`config.mk`:
```
export PLATFORM = sky130hd
export DESIGN_NAME = ccff_chain_loader_flat
export DESIGN_NICKNAME = d
export VERILOG_FILES = /design/src/rtl/ccff_chain_loader_pkg.sv /design/src/rtl/ccff_chain_loader_if.sv /design/src/rtl/ccff_chain_loader_serializer.sv /design/src/rtl/ccff_chain_loader.sv /design/src/flat_wrapper.sv
export SDC_FILE = /design/constraint.sdc
export NUM_CORES = 1
export LEC_CHECK = 0
export CAP_MARGIN = 20
export CORE_MARGIN = 2
export CORE_UTILIZATION = 40
export CTS_CLUSTER_DIAMETER = 120
export DETAILED_ROUTE_END_ITERATION = 12
export PLACE_DENSITY_LB_ADDON = 0.15
export SLEW_MARGIN = 20
export SYNTH_ARGS = -nofsm -noshare
export SYNTH_HDL_FRONTEND = slang
export SYNTH_HIERARCHICAL = 1
export SYNTH_SLANG_ARGS = --single-unit
```
`constraint.sdc`:
```
create_clock -name prog_clk -period 1.85 [get_ports prog_clk]
set_input_delay 0.185 -clock prog_clk [delete_from_list [all_inputs] [get_ports prog_clk]]
set_output_delay 0.185 -clock prog_clk [all_outputs]
set_load 0.02 [all_outputs]
```
`src/rtl/ccff_chain_loader_pkg.sv`:
```
// Shared types and helpers for the configuration-chain loader.
package ccff_pkg;

    typedef enum logic [1:0] {
        ST_IDLE    = 2'd0,
        ST_PATTERN = 2'd1,
        ST_LOAD    = 2'd2,
        ST_DONE    = 2'd3
    } ccff_state_t;

    // Width of a counter that must reach chain_len inclusive.
    function automatic int ccff_cnt_w(input int chain_len);
        return $clog2(chain_len + 1);
    endfunction

    // Integrity pattern: 1,0,1,0... indexed by shift number.
    function automatic logic pat_bit(input logic [31:0] idx);
        return ~idx[0];
    endfunction

endpackage

```
`src/rtl/ccff_chain_loader_if.sv`:
```
// Bitstream word stream into the loader (valid/ready).
interface ccff_chain_loader_if #(
    parameter int WORD_W = 8
) ();
    logic [WORD_W-1:0] cfg_data;
    logic              cfg_valid;
    logic              cfg_ready;

    modport master (output cfg_data, output cfg_valid, input  cfg_ready);
    modport slave  (input  cfg_data, input  cfg_valid, output cfg_ready);
endinterface

```
`src/rtl/ccff_chain_loader_serializer.sv`:
```
// One-word buffer that feeds the chain head LSB first.
// When a word runs out the bit index stays on its last bit, so head_bit
// keeps the last shifted value while the chain is stalled.
module ccff_word_serializer
    import ccff_pkg::*;
#(
    parameter int WORD_W = 8
) (
    input  logic               prog_clk,
    input  logic               prog_reset,
    ccff_chain_loader_if.slave cfg,
    input  logic               intake_en,
    input  logic               shift,
    input  logic               flush,
    output logic               accept,
    output logic               empty,
    output logic               head_bit
);
    localparam int IDX_W = (WORD_W > 1) ? $clog2(WORD_W) : 1;
    localparam logic [IDX_W-1:0] LAST_IDX = IDX_W'(WORD_W - 1);

    logic [WORD_W-1:0] word_buf;
    logic [IDX_W-1:0]  bit_idx;
    logic              full;
    logic              last_bit_out;

    assign last_bit_out  = full && shift && (bit_idx == LAST_IDX);
    assign cfg.cfg_ready = intake_en && (!full || last_bit_out);
    assign accept        = cfg.cfg_valid && cfg.cfg_ready;
    assign empty         = !full;
    assign head_bit      = word_buf[bit_idx];

    // Buffer fill on handshake, bit index advance on each accepted shift.
    always_ff @(posedge prog_clk) begin
        if (prog_reset) begin
            word_buf <= '0;
            bit_idx  <= '0;
            full     <= 1'b0;
        end else if (flush) begin
            full <= 1'b0;
        end else if (accept) begin
            word_buf <= cfg.cfg_data;
            bit_idx  <= '0;
            full     <= 1'b1;
        end else if (full && shift) begin
            if (bit_idx == LAST_IDX) begin
                full <= 1'b0;
            end else begin
                bit_idx <= bit_idx + IDX_W'(1);
            end
        end
    end

endmodule

```
`src/rtl/ccff_chain_loader.sv`:
```
// Configuration-chain loader: optional 1010 pre-shift, then bitstream load
// with tail-vs-pattern integrity compare.
//
// state   | meaning
// IDLE    | waiting for start
// PATTERN | shifting CHAIN_LEN pattern bits into the chain
// LOAD    | shifting bitstream bits, stalls when no word is buffered
// DONE    | chain loaded; start begins a new load
module ccff_chain_loader
    import ccff_pkg::*;
#(
    parameter int CHAIN_LEN = 8,
    parameter int WORD_W    = 8,
    parameter bit CHECK_EN  = 1'b1
) (
    input  logic                              prog_clk,
    input  logic                              prog_reset,
    input  logic                              start,
    ccff_chain_loader_if.slave                cfg,
    output logic                              ccff_head,
    input  logic                              ccff_tail,
    output logic                              ccff_shift_en,
    output logic                              busy,
    output logic                              done,
    output logic                              error,
    output logic [ccff_cnt_w(CHAIN_LEN)-1:0]  bit_count
);
    localparam int CNT_W   = ccff_cnt_w(CHAIN_LEN);
    localparam int N_WORDS = (CHAIN_LEN + WORD_W - 1) / WORD_W;
    localparam int WCNT_W  = $clog2(N_WORDS + 1);
    localparam logic [CNT_W-1:0]  LAST_BIT   = CNT_W'(CHAIN_LEN - 1);
    localparam logic [WCNT_W-1:0] WORDS_NEED = WCNT_W'(N_WORDS);

    ccff_state_t       state, state_nxt;
    logic [WCNT_W-1:0] words_taken;
    logic              start_ok;
    logic              in_load;
    logic              last_shift;
    logic              ser_enable;
    logic              ser_accept;
    logic              ser_empty;
    logic              ser_head;

    assign start_ok   = start && ((state == ST_IDLE) || (state == ST_DONE));
    assign in_load    = (state == ST_LOAD);
    assign ser_enable = in_load && (words_taken < WORDS_NEED);
    assign last_shift = ccff_shift_en && (bit_count == LAST_BIT);

    ccff_word_serializer #(
        .WORD_W (WORD_W)
    ) u_ser (
        .prog_clk   (prog_clk),
        .prog_reset (prog_reset),
        .cfg        (cfg),
        .intake_en  (ser_enable),
        .shift      (in_load && !ser_empty),
        .flush      (in_load && last_shift),
        .accept     (ser_accept),
        .empty      (ser_empty),
        .head_bit   (ser_head)
    );

    // State register.
    always_ff @(posedge prog_clk) begin
        if (prog_reset) begin
            state <= ST_IDLE;
        end else begin
            state <= state_nxt;
        end
    end

    // Next-state decode.
    always_comb begin
        state_nxt = state;
        case (state)
            ST_IDLE, ST_DONE: if (start) state_nxt = CHECK_EN ? ST_PATTERN : ST_LOAD;
            ST_PATTERN:       if (last_shift) state_nxt = ST_LOAD;
            ST_LOAD:          if (last_shift) state_nxt = ST_DONE;
            default:          state_nxt = ST_IDLE;
        endcase
    end

    // Per-state outputs; shift enable gates the chain clock.
    always_comb begin
        ccff_shift_en = 1'b0;
        ccff_head     = ser_head;
        busy          = 1'b0;
        done          = 1'b0;
        case (state)
            ST_PATTERN: begin
                ccff_shift_en = 1'b1;
                ccff_head     = pat_bit(32'(bit_count));
                busy          = 1'b1;
            end
            ST_LOAD: begin
                ccff_shift_en = !ser_empty;
                busy          = 1'b1;
            end
            ST_DONE: done = 1'b1;
            default: ;
        endcase
    end

    // Shift counter, sticky integrity flag and accepted-word count.
    always_ff @(posedge prog_clk) begin
        if (prog_reset) begin
            bit_count   <= '0;
            error       <= 1'b0;
            words_taken <= '0;
        end else if (start_ok) begin
            bit_count   <= '0;
            error       <= 1'b0;
            words_taken <= '0;
        end else begin
            if (ccff_shift_en) begin
                if ((state == ST_PATTERN) && last_shift) begin
                    bit_count <= '0;
                end else begin
                    bit_count <= bit_count + CNT_W'(1);
                end
                if (CHECK_EN && in_load && (ccff_tail != pat_bit(32'(bit_count)))) begin
                    error <= 1'b1;
                end
            end
            if (ser_accept) begin
                words_taken <= words_taken + WCNT_W'(1);
            end
        end
    end

endmodule

```
`src/flat_wrapper.sv`:
```
// flat-port wrapper written by rule: the top's interface ports become plain ports
module ccff_chain_loader_flat import ccff_pkg::*;
#(
    parameter int CHAIN_LEN = 8,
    parameter int WORD_W    = 8,
    parameter bit CHECK_EN  = 1'b1
)
  (prog_clk, prog_reset, start, ccff_head, ccff_tail, ccff_shift_en, busy, done, error, bit_count, cfg_cfg_data, cfg_cfg_valid, cfg_cfg_ready);
  ccff_chain_loader_if #(.WORD_W(WORD_W)) cfg_i ();
  input  logic prog_clk;
  input  logic prog_reset;
  input  logic start;
  output logic ccff_head;
  input  logic ccff_tail;
  output logic ccff_shift_en;
  output logic busy;
  output logic done;
  output logic error;
  output logic [ccff_cnt_w(CHAIN_LEN)-1:0] bit_count;
  input wire logic [$bits(cfg_i.cfg_data)-1:0] cfg_cfg_data;
  input wire logic [$bits(cfg_i.cfg_valid)-1:0] cfg_cfg_valid;
  output wire logic [$bits(cfg_i.cfg_ready)-1:0] cfg_cfg_ready;
  assign cfg_i.cfg_data = cfg_cfg_data;
  assign cfg_i.cfg_valid = cfg_cfg_valid;
  assign cfg_cfg_ready = cfg_i.cfg_ready;
  ccff_chain_loader #(.CHAIN_LEN(CHAIN_LEN), .WORD_W(WORD_W), .CHECK_EN(CHECK_EN)) u_core (.prog_clk(prog_clk), .prog_reset(prog_reset), .start(start), .cfg(cfg_i), .ccff_head(ccff_head), .ccff_tail(ccff_tail), .ccff_shift_en(ccff_shift_en), .busy(busy), .done(done), .error(error), .bit_count(bit_count));
endmodule
```
==> metrics list, run 1 <==
- Detail Placement HPWL: 1.798 mm
- Synthesis inferred 20 register bits.
- Counting I/O delays and the setup requirement, the final critical path takes 1747 ps.
- Hold_ws: 439.6 ps
- The worst setup path is launched from a flop.
- Number of synthesized flops with an enable pin: 0
* Async SR Flop Fraction: 0%
- Wire length the detailed router placed on met1: 1.038 mm
- The tool flagged a number of max-cap violations equal to 0.
* Final number of setup-violating endpoints: 0
- The worst hold path belongs to the class input port to flop.
- Die Span X: 58.08 microns
* Worst voltage drop across the vdd grid: 0.0008510 V
- In this run the power density over the cells is 877.9 nW/um^2.
- Number of hold-repair buffers added at the cts stage: 0
- Share of cells above drive strength 1: 27.74%
* Largest net degree at the start of global routing: 14
* Area after detailed placement: 1529 sq um
- Clock-pin slew was measured on the worst setup and hold paths at 100 ps.
- Global-route wire length before repair: 3.995 mm
- The floorplan has 19 rows.
- The number of global-route vias before repair was 935.
- Synth warnings: 6
- Data on the critical path is required at its endpoint by 1660 ps.
- Synthesis produced a netlist whose cell count is 119.
- Total Die Area: 3373 sq um
- Each instance of the synthesized netlist takes up on average 9.831 sq um.
- Clock latency on the worst-skew pair, taken at its later pin, is 300 ps.
- Among all flip-flop cells after synthesis, the most frequent one is sky130_fd_sc_hd__dfxtp_1.
- Max FO, Critical Path: 3
* Core Region: 2758 sq um
* Largest clock skew in the final design: 0.7493 ps
* Clock tree root driver cell: sky130_fd_sc_hd__clkbuf_4
- Critical Setup Path Class: flop to output pin
- The synthesized netlist occupies a cell area of 1170 sq um.
* Via/cell ratio: 5.118
- In this run the static leakage power is 0.0006293 uW.
* Count of unique library cells instantiated by Yosys: 38
- Total of buffers placed on input and output ports: 22
- During I/O placement, the number of pins put on the boundary was 23.
* Wire per inst: 12.55 microns
- Met2 routed WL: 1.143 mm
- Fin area: 1593 sq um
- After detailed routing, the met3 layer carries 105 microns of wire.
- Worst slew margin relative to its limit: 73.67%
- Leading area contributor after synthesis: sky130_fd_sc_hd__dfxtp_1
- Outcome: finished, final reports clean
- Die Y: 58.08 microns
- Top routing layer in use: met4
- Drt first pass iters: 4
* Most used cells in the layout excluding fill and tap cells: sky130_fd_sc_hd__clkdlybuf4s50_1 (18), sky130_fd_sc_hd__nand2b_1 (18), sky130_fd_sc_hd__buf_4 (15), sky130_fd_sc_hd__dfxtp_1 (15), sky130_fd_sc_hd__mux2i_1 (11)
- Setup repair after global routing could not meet its margin everywhere.
- Hold violation count in the final report: 0
* Area Overhead vs Synth: 36.15%
- The detailed router placed 952 vias in this run.
* Nature of the critical path endpoint: output pin
- Of the post-synthesis cell area, the dominant cell type holds 34.22%.
- Share of the clock period used by the worst path: 94.45%
- Antenna Cells: 0
- Counting every sink on the clock net gives 20.
* Antenna violations before repair: 0
- Number of clock buffers inserted by TritonCTS: 3
- Global route total overflow: 0
- Iteration-0 DRC count of the detailed router: 24
- Sequential share of the synthesized area: 34.22%
- Starting density of the core: 42.42%
- Maximum operating frequency: 572.3 MHz
- The number of nets handed over by synthesis was 139.
- Pre-CTS setup slack: 16.20 ps
- For this run, design rule violations remaining after detail routing come to 0.
- In the post-route analysis, the smallest setup slack over all paths is 102.7 ps.
- The routed design has 2.335 mm of wire.
- TritonCTS built the clock tree.
- Counting along the longest clock path gives a buffer depth of 2.
- Across every metal layer, demand over resource in global routing totals 15.29%.
- H-tree Lvls: 1
- Data arrival at the endpoint of the critical path: 1560 ps
* Antenna violation net count after detailed routing: 0
- For the pin with the worst max-slew slack, the measured transition is 393.7 ps.
* Leading cell types by total area after synthesis: sky130_fd_sc_hd__dfxtp_1 (34%), sky130_fd_sc_hd__nand2b_1 (9.6%), sky130_fd_sc_hd__mux2i_1 (9.4%)
- For this run, the post-layout net count is 177.
* RD Place Congestion: 0.8458
* Total negative slack: 0 ps
- The max-slew violation count came to 0.
[final cells by class]
type	instances	area, sq um
fillers	239	1165
multi-input cells	87	754.5
well taps	31	38.79
flip-flops and latches	20	409.1
repair buffers	37	335.3
inverters	8	32.53
clock buffers	3	22.52
[routing by layer]
metal,up-vias,global-route usage [%]
met4,0,7.973
met1,442,17.81
met3,5,2.679
met5,-,0
met2,19,26.62
li1,486,-
[sequential cells by signal, indices dropped and copies added, names as in the netlist]
register and flops:
u_core/state 2, u_core/u_ser/bit_idx 3, u_core/u_ser/word_buf 8, u_core/words_taken 1, u_core/bit_count 4, u_core/u_ser/full 1
u_core/error 1
[worst max-delay path, stage by stage, from the launching register on]
cell and delay (ps):
sky130_fd_sc_hd__dfxtp_2 350, sky130_fd_sc_hd__ha_1 200, sky130_fd_sc_hd__ha_2 180, sky130_fd_sc_hd__a21boi_2 150, sky130_fd_sc_hd__and2b_2 230, sky130_fd_sc_hd__buf_2 150
[cell families (layout without fill, tap and decap cells)]
kind of cell,count (synthesis),in the layout,share of synthesized area [%]
buf+inv,12,48,5.133
simple gates,46,46,23.96
compound gates,18,18,13.69
flops,20,20,34.22
fa+ha+maj,7,7,7.486
mux,13,13,13.26
xor+xnor,3,3,2.246
[synth_stat cells, drive strengths merged (2+ instances only)]
| library cell | count |
|---|---|
| buf | 3 |
| o41ai | 2 |
| ha | 7 |
| mux2i | 11 |
| xnor2 | 2 |
| inv | 8 |
| a21oi | 6 |
| nor2 | 9 |
| nand3b | 2 |
| o21ai | 2 |
| mux4 | 2 |
| nand2b | 19 |
| nor3 | 2 |
| nand2 | 7 |
| dfxtp | 20 |
[repair_timing]
| item | in CTS | in global routing |
|---|---|---|
| setup buffers | 0 | 2 |
| endpoints found under the setup margin | 4 | 13 |
| gates resized for setup | 13 | 8 |
| endpoints found under the hold margin | 0 | 0 |
| pin swaps | 0 | 5 |
[power breakdown]
| part | internal (uW) | switching (uW) |
|---|---|---|
| Sequential | 482 | 37.9 |
| Clock | 76.0 | 129 |
| Combinational | 331 | 343 |
[stage by stage]
stage | instances | utilization (%) | power, uW
after floorplan | 119 | - | 939.7
after global placement | 181 | 55.44 | 1172
after detailed placement | 181 | 55.44 | 1181
after CTS | 184 | 56.08 | 1365
after global routing | 186 | 57.76 | 1494
final | 186 | 57.76 | 1398
[worst paths after layout]
check | start | end | slack, ps | cells after the start
worst max register to register | u_core/state[0] | u_core/u_ser/bit_idx[0] | 110 | 8
worst min register to register | u_core/error | u_core/error | 480 | 2
worst min-delay path | cfg_cfg_data[4] | u_core/u_ser/word_buf[4] | 440 | 3
worst max-delay path | u_core/u_ser/bit_idx[0] | cfg_cfg_ready | 100 | 5
Power figures use the tool's default switching activity.
==> run 2, diff against run 1 <==
--- a/config.mk
+++ b/config.mk
@@ -10,6 +10,7 @@
 export CORE_UTILIZATION = 40
 export CTS_CLUSTER_DIAMETER = 120
 export DETAILED_ROUTE_END_ITERATION = 12
+export DONT_BUFFER_PORTS = 1
 export PLACE_DENSITY_LB_ADDON = 0.15
 export SLEW_MARGIN = 20
 export SYNTH_ARGS = -nofsm -noshare
==> constraint.sdc (replaced) <==
create_clock -name prog_clk -period 2.1 [get_ports prog_clk]
set_input_delay 0.21 -clock prog_clk [delete_from_list [all_inputs] [get_ports prog_clk]]
set_output_delay 0.21 -clock prog_clk [all_outputs]
set_load 0.02 [all_outputs]
==> run 2 against run 1 <==
Against the previous run: critical path depth increased by 4; utilization fell by 11 points; largest power group is now registers; largest cell class unchanged; die area unchanged.
==> metrics list, run 2 (same netlist as run 1, synthesis figures left out) <==
- Number of flip-flops under the largest register name: 8 (unchanged)
- Worst Hold Class: input port to flop (unchanged)
* Outcome: finished, final reports clean (unchanged)
* Antenna violation net count after detailed routing: 0 (unchanged)
- Registers with the most flip-flops: u_core/u_ser/word_buf x8, u_core/bit_count x4, u_core/u_ser/bit_idx x3 (unchanged).
- Total negative slack: 0 ps (unchanged)
- The global router's overall resource usage came to 14.01% (was 15.29%).
* Antenna violations before repair: 0 (unchanged)
- Number of global-route vias before repair: 813 (was 935)
- Setup repair after global routing missed its margin: false (was true)
- Worst slew margin relative to its limit: 70.26% (was 73.67%)
- TritonCTS clock tree: yes (unchanged)
- H-tree Lvls: 1 (unchanged)
* Largest clock skew in the final design: 5.018 ps (was 0.7493 ps)
- Hold violation count in the final report: 0 (unchanged)
* Worst voltage drop across the vdd grid: 0.0006229 V (was 0.0008510 V)
* Number of placement rows: 19 (unchanged)
- Drt first pass iters: 4 (unchanged)
- The DRC violation count after routing came to 0 (unchanged).
- Static timing analysis puts the maximum clock frequency at 502.3 MHz.
* Antenna Cells: 0 (unchanged)
- The die extent in x came to 58.08 microns (unchanged).
- The power density over the cells is 818.8 nW/um^2 (was 877.9 nW/um^2).
- The startpoint-to-endpoint class of the critical path is flop to flop (was flop to output pin).
* Clock Power Share: 16.0% (was 14.6%)
- The final layout net count was 150 (was 177).
- Register ranked first by flip-flop count: u_core/u_ser/word_buf (unchanged)
- Share of cells above drive strength 1: 20.31% (was 27.74%)
* Die Y: 58.08 microns (unchanged)
- The post-synthesis to final-layout area growth is 11.12% (was 36.15%).
* CTS Sinks: 20 (unchanged)
* Global route total overflow: 0 (unchanged)
- The switching power was 394.7 uW (was 509.5 uW).
- Of the available clock period, the critical path in the final layout requires 94.81%.
- The number of buffers created by CTS is 3 (unchanged).
* RD Place Congestion: 0.7664 (was 0.8458)
- Final Slew Violations: 0 (unchanged)
- Slew of the pin with the lowest slew margin: 443.2 ps (was 393.7 ps)
- The first-pass GRT wire length came to 3.670 mm (was 3.995 mm).
* Total Die Area: 3373 sq um (unchanged)
- The total via count in the routed design was 829 (was 952).
* Clock tree root driver cell: sky130_fd_sc_hd__clkbuf_4 (unchanged)
- The portion of total power attributed to sequential cells was 42.5% (was 37.2%).
* I/O pins: 23 (unchanged)
- Longest Clk Path Bufs: 2 (unchanged)
- Clock latency on the worst-skew pair: 290 ps (was 300 ps)
* Setup crit start kind: flop (unchanged)
- Most used cells in the layout excluding fill and tap cells: sky130_fd_sc_hd__dfxtp_1 (20), sky130_fd_sc_hd__nand2b_1 (18), sky130_fd_sc_hd__mux2i_1 (11), sky130_fd_sc_hd__nor2_1 (9) (was sky130_fd_sc_hd__clkdlybuf4s50_1 (18), sky130_fd_sc_hd__nand2b_1 (18), sky130_fd_sc_hd__buf_4 (15), sky130_fd_sc_hd__dfxtp_1 (15), sky130_fd_sc_hd__mux2i_1 (11)).
- The routed via count divided by cell count came to 5.214 (was 5.118).
- The portion of total power attributed to combinational logic is 41.5% (was 48.2%).
- The final wirelength came to 2.108 mm (was 2.335 mm).
- The number of port buffers was 0 (was 22).
* Nature of the critical path endpoint: flop (was output pin)
- Clock transition at the registers of the reported paths: 100 ps (about the same)
* Data arrival at the endpoint of the critical path: 2210 ps (was 1560 ps)
* Max FO, Critical Path: 6 (was 3)
- Overall power: 1064 uW (was 1398 uW)
- The largest net degree at the start of global routing was 27 (was 14).
- The filler cell count was 265 (was 239).
- Iteration-0 DRC count of the detailed router: 54 (was 24)
* Critical path data required time: 2320 ps (was 1660 ps)
* Most common cell after layout, fill and taps aside: sky130_fd_sc_hd__dfxtp_1
- # Max-Cap Violations: 0 (unchanged)
* Final number of setup-violating endpoints: 0 (unchanged)
- Wire per inst: 13.26 microns (was 12.55 microns)
* Internal power summed over all cells: 669.7 uW (was 888.8 uW)
- The detailed placement HPWL was 1.584 mm (was 1.798 mm).
* Starting density of the core: 42.42% (unchanged)
- The static leakage power was 0.0004937 uW (was 0.0006293 uW).
- Sw Ratio: 37.08% (was 36.44%)
- The smallest clock period supported by the final layout is computed as 1991 ps.
- Core Region: 2758 sq um (unchanged)
[run 2: cell types whose count changed in the layout (fill, tap and decap cells not counted), sizes merged]
cell / before / now
buf: 17 / 8
clkdlybuf4s50: 18 / 0
dlygate4sd2: 2 / 0
dlygate4sd3: 0 / 2
[run 2: timing repair]
item | in CTS | in global routing
setup buffers | 0 | 1
hold buffers | 1 | 1
hold endpoints to repair | 2 | 1
endpoints found under the setup margin | 0 | 4
gates resized for setup | 0 | 3
[run 2: final timing paths]
| kind | start | slack [ps] | cells after the start | endpoint |
|---|---|---|---|---|
| hold reg to reg | u_core/u_ser/word_buf[2] | 480 | 2 | u_core/u_ser/word_buf[2] |
| hold / removal | prog_reset | 20 | 1 | u_core/state[1] |
| setup reg to reg | u_core/state[0] | 110 | 9 | u_core/u_ser/bit_idx[0] |
| setup / recovery | u_core/state[0] | 110 | 9 | u_core/u_ser/bit_idx[0] |
[run 2: area by class of cell]
type	instances	area (sq um)	area share, %
Multi-Input combinational cell	87	715.7	55.05
Tap cell	31	38.79	2.984
Clock buffer	3	22.52	1.732
Timing Repair Buffer	10	92.59	7.122
Sequential cell	20	400.4	30.80
Inverter	8	30.03	2.310
[run 2: metrics by stage]
stage / cell area [sq um] / setup WS [ps] / util (%) / instances / hold slack, ps
after floorplan: 1170 / 93.24 / - / 119 / 276.2
after global placement: 1244 / 165.2 / 45.10 / 153 / 285.4
after detailed placement: 1244 / 98.91 / 45.10 / 153 / 281.0
after CTS: 1276 / 68.71 / 46.28 / 157 / 5.214
after global routing: 1300 / 22.22 / 47.14 / 159 / 6.087
final: 1300 / 109.1 / 47.14 / 159 / 22.82
[run 2: power groups by stage]
| stage | combinational, uW | sequential, uW | clock, uW |
|---|---|---|---|
| final | 441 | 452 | 171 |
| after global routing | 482 | 458 | 201 |
| after CTS | 436 | 452 | 183 |
| after detailed placement | 431 | 460 | 0 |
| after global placement | 433 | 459 | 0 |
| after floorplan | 335 | 462 | 0 |
[run 2: layer usage]
| layer | global-route usage [%] | share of wire, % | vias up |
|---|---|---|---|
| li1 | - | - | 428 |
| met1 | 19.12 | 49 | 387 |
| met2 | 20.62 | 45 | 12 |
| met3 | 3.571 | 4.6 | 2 |
| met4 | 6.645 | 0.81 | 0 |
| met5 | 0 | 0 | - |
[run 2: worst max-delay path, stage by stage, from the launching register on]
cell and delay [ps]:
sky130_fd_sc_hd__dfxtp_1 370, sky130_fd_sc_hd__inv_1 80, sky130_fd_sc_hd__ha_2 220, sky130_fd_sc_hd__nand2b_2 110, sky130_fd_sc_hd__a21oi_4 160, sky130_fd_sc_hd__and3_2 250, sky130_fd_sc_hd__nor4bb_4 60, sky130_fd_sc_hd__buf_4 160
sky130_fd_sc_hd__or3b_1 360, sky130_fd_sc_hd__o21ai_1 150
==> run 3, diff against run 2 <==
--- a/config.mk
+++ b/config.mk
@@ -5,14 +5,13 @@
 export SDC_FILE = /design/constraint.sdc
 export NUM_CORES = 1
 export LEC_CHECK = 0
-export CAP_MARGIN = 20
 export CORE_MARGIN = 2
 export CORE_UTILIZATION = 40
 export CTS_CLUSTER_DIAMETER = 120
 export DETAILED_ROUTE_END_ITERATION = 12
 export DONT_BUFFER_PORTS = 1
 export PLACE_DENSITY_LB_ADDON = 0.15
-export SLEW_MARGIN = 20
+export SLEW_MARGIN = 0
 export SYNTH_ARGS = -nofsm -noshare
 export SYNTH_HDL_FRONTEND = slang
 export SYNTH_HIERARCHICAL = 1
==> results of run 3 <==
The final DEF is identical to that of run 2; final timing and power are the same.
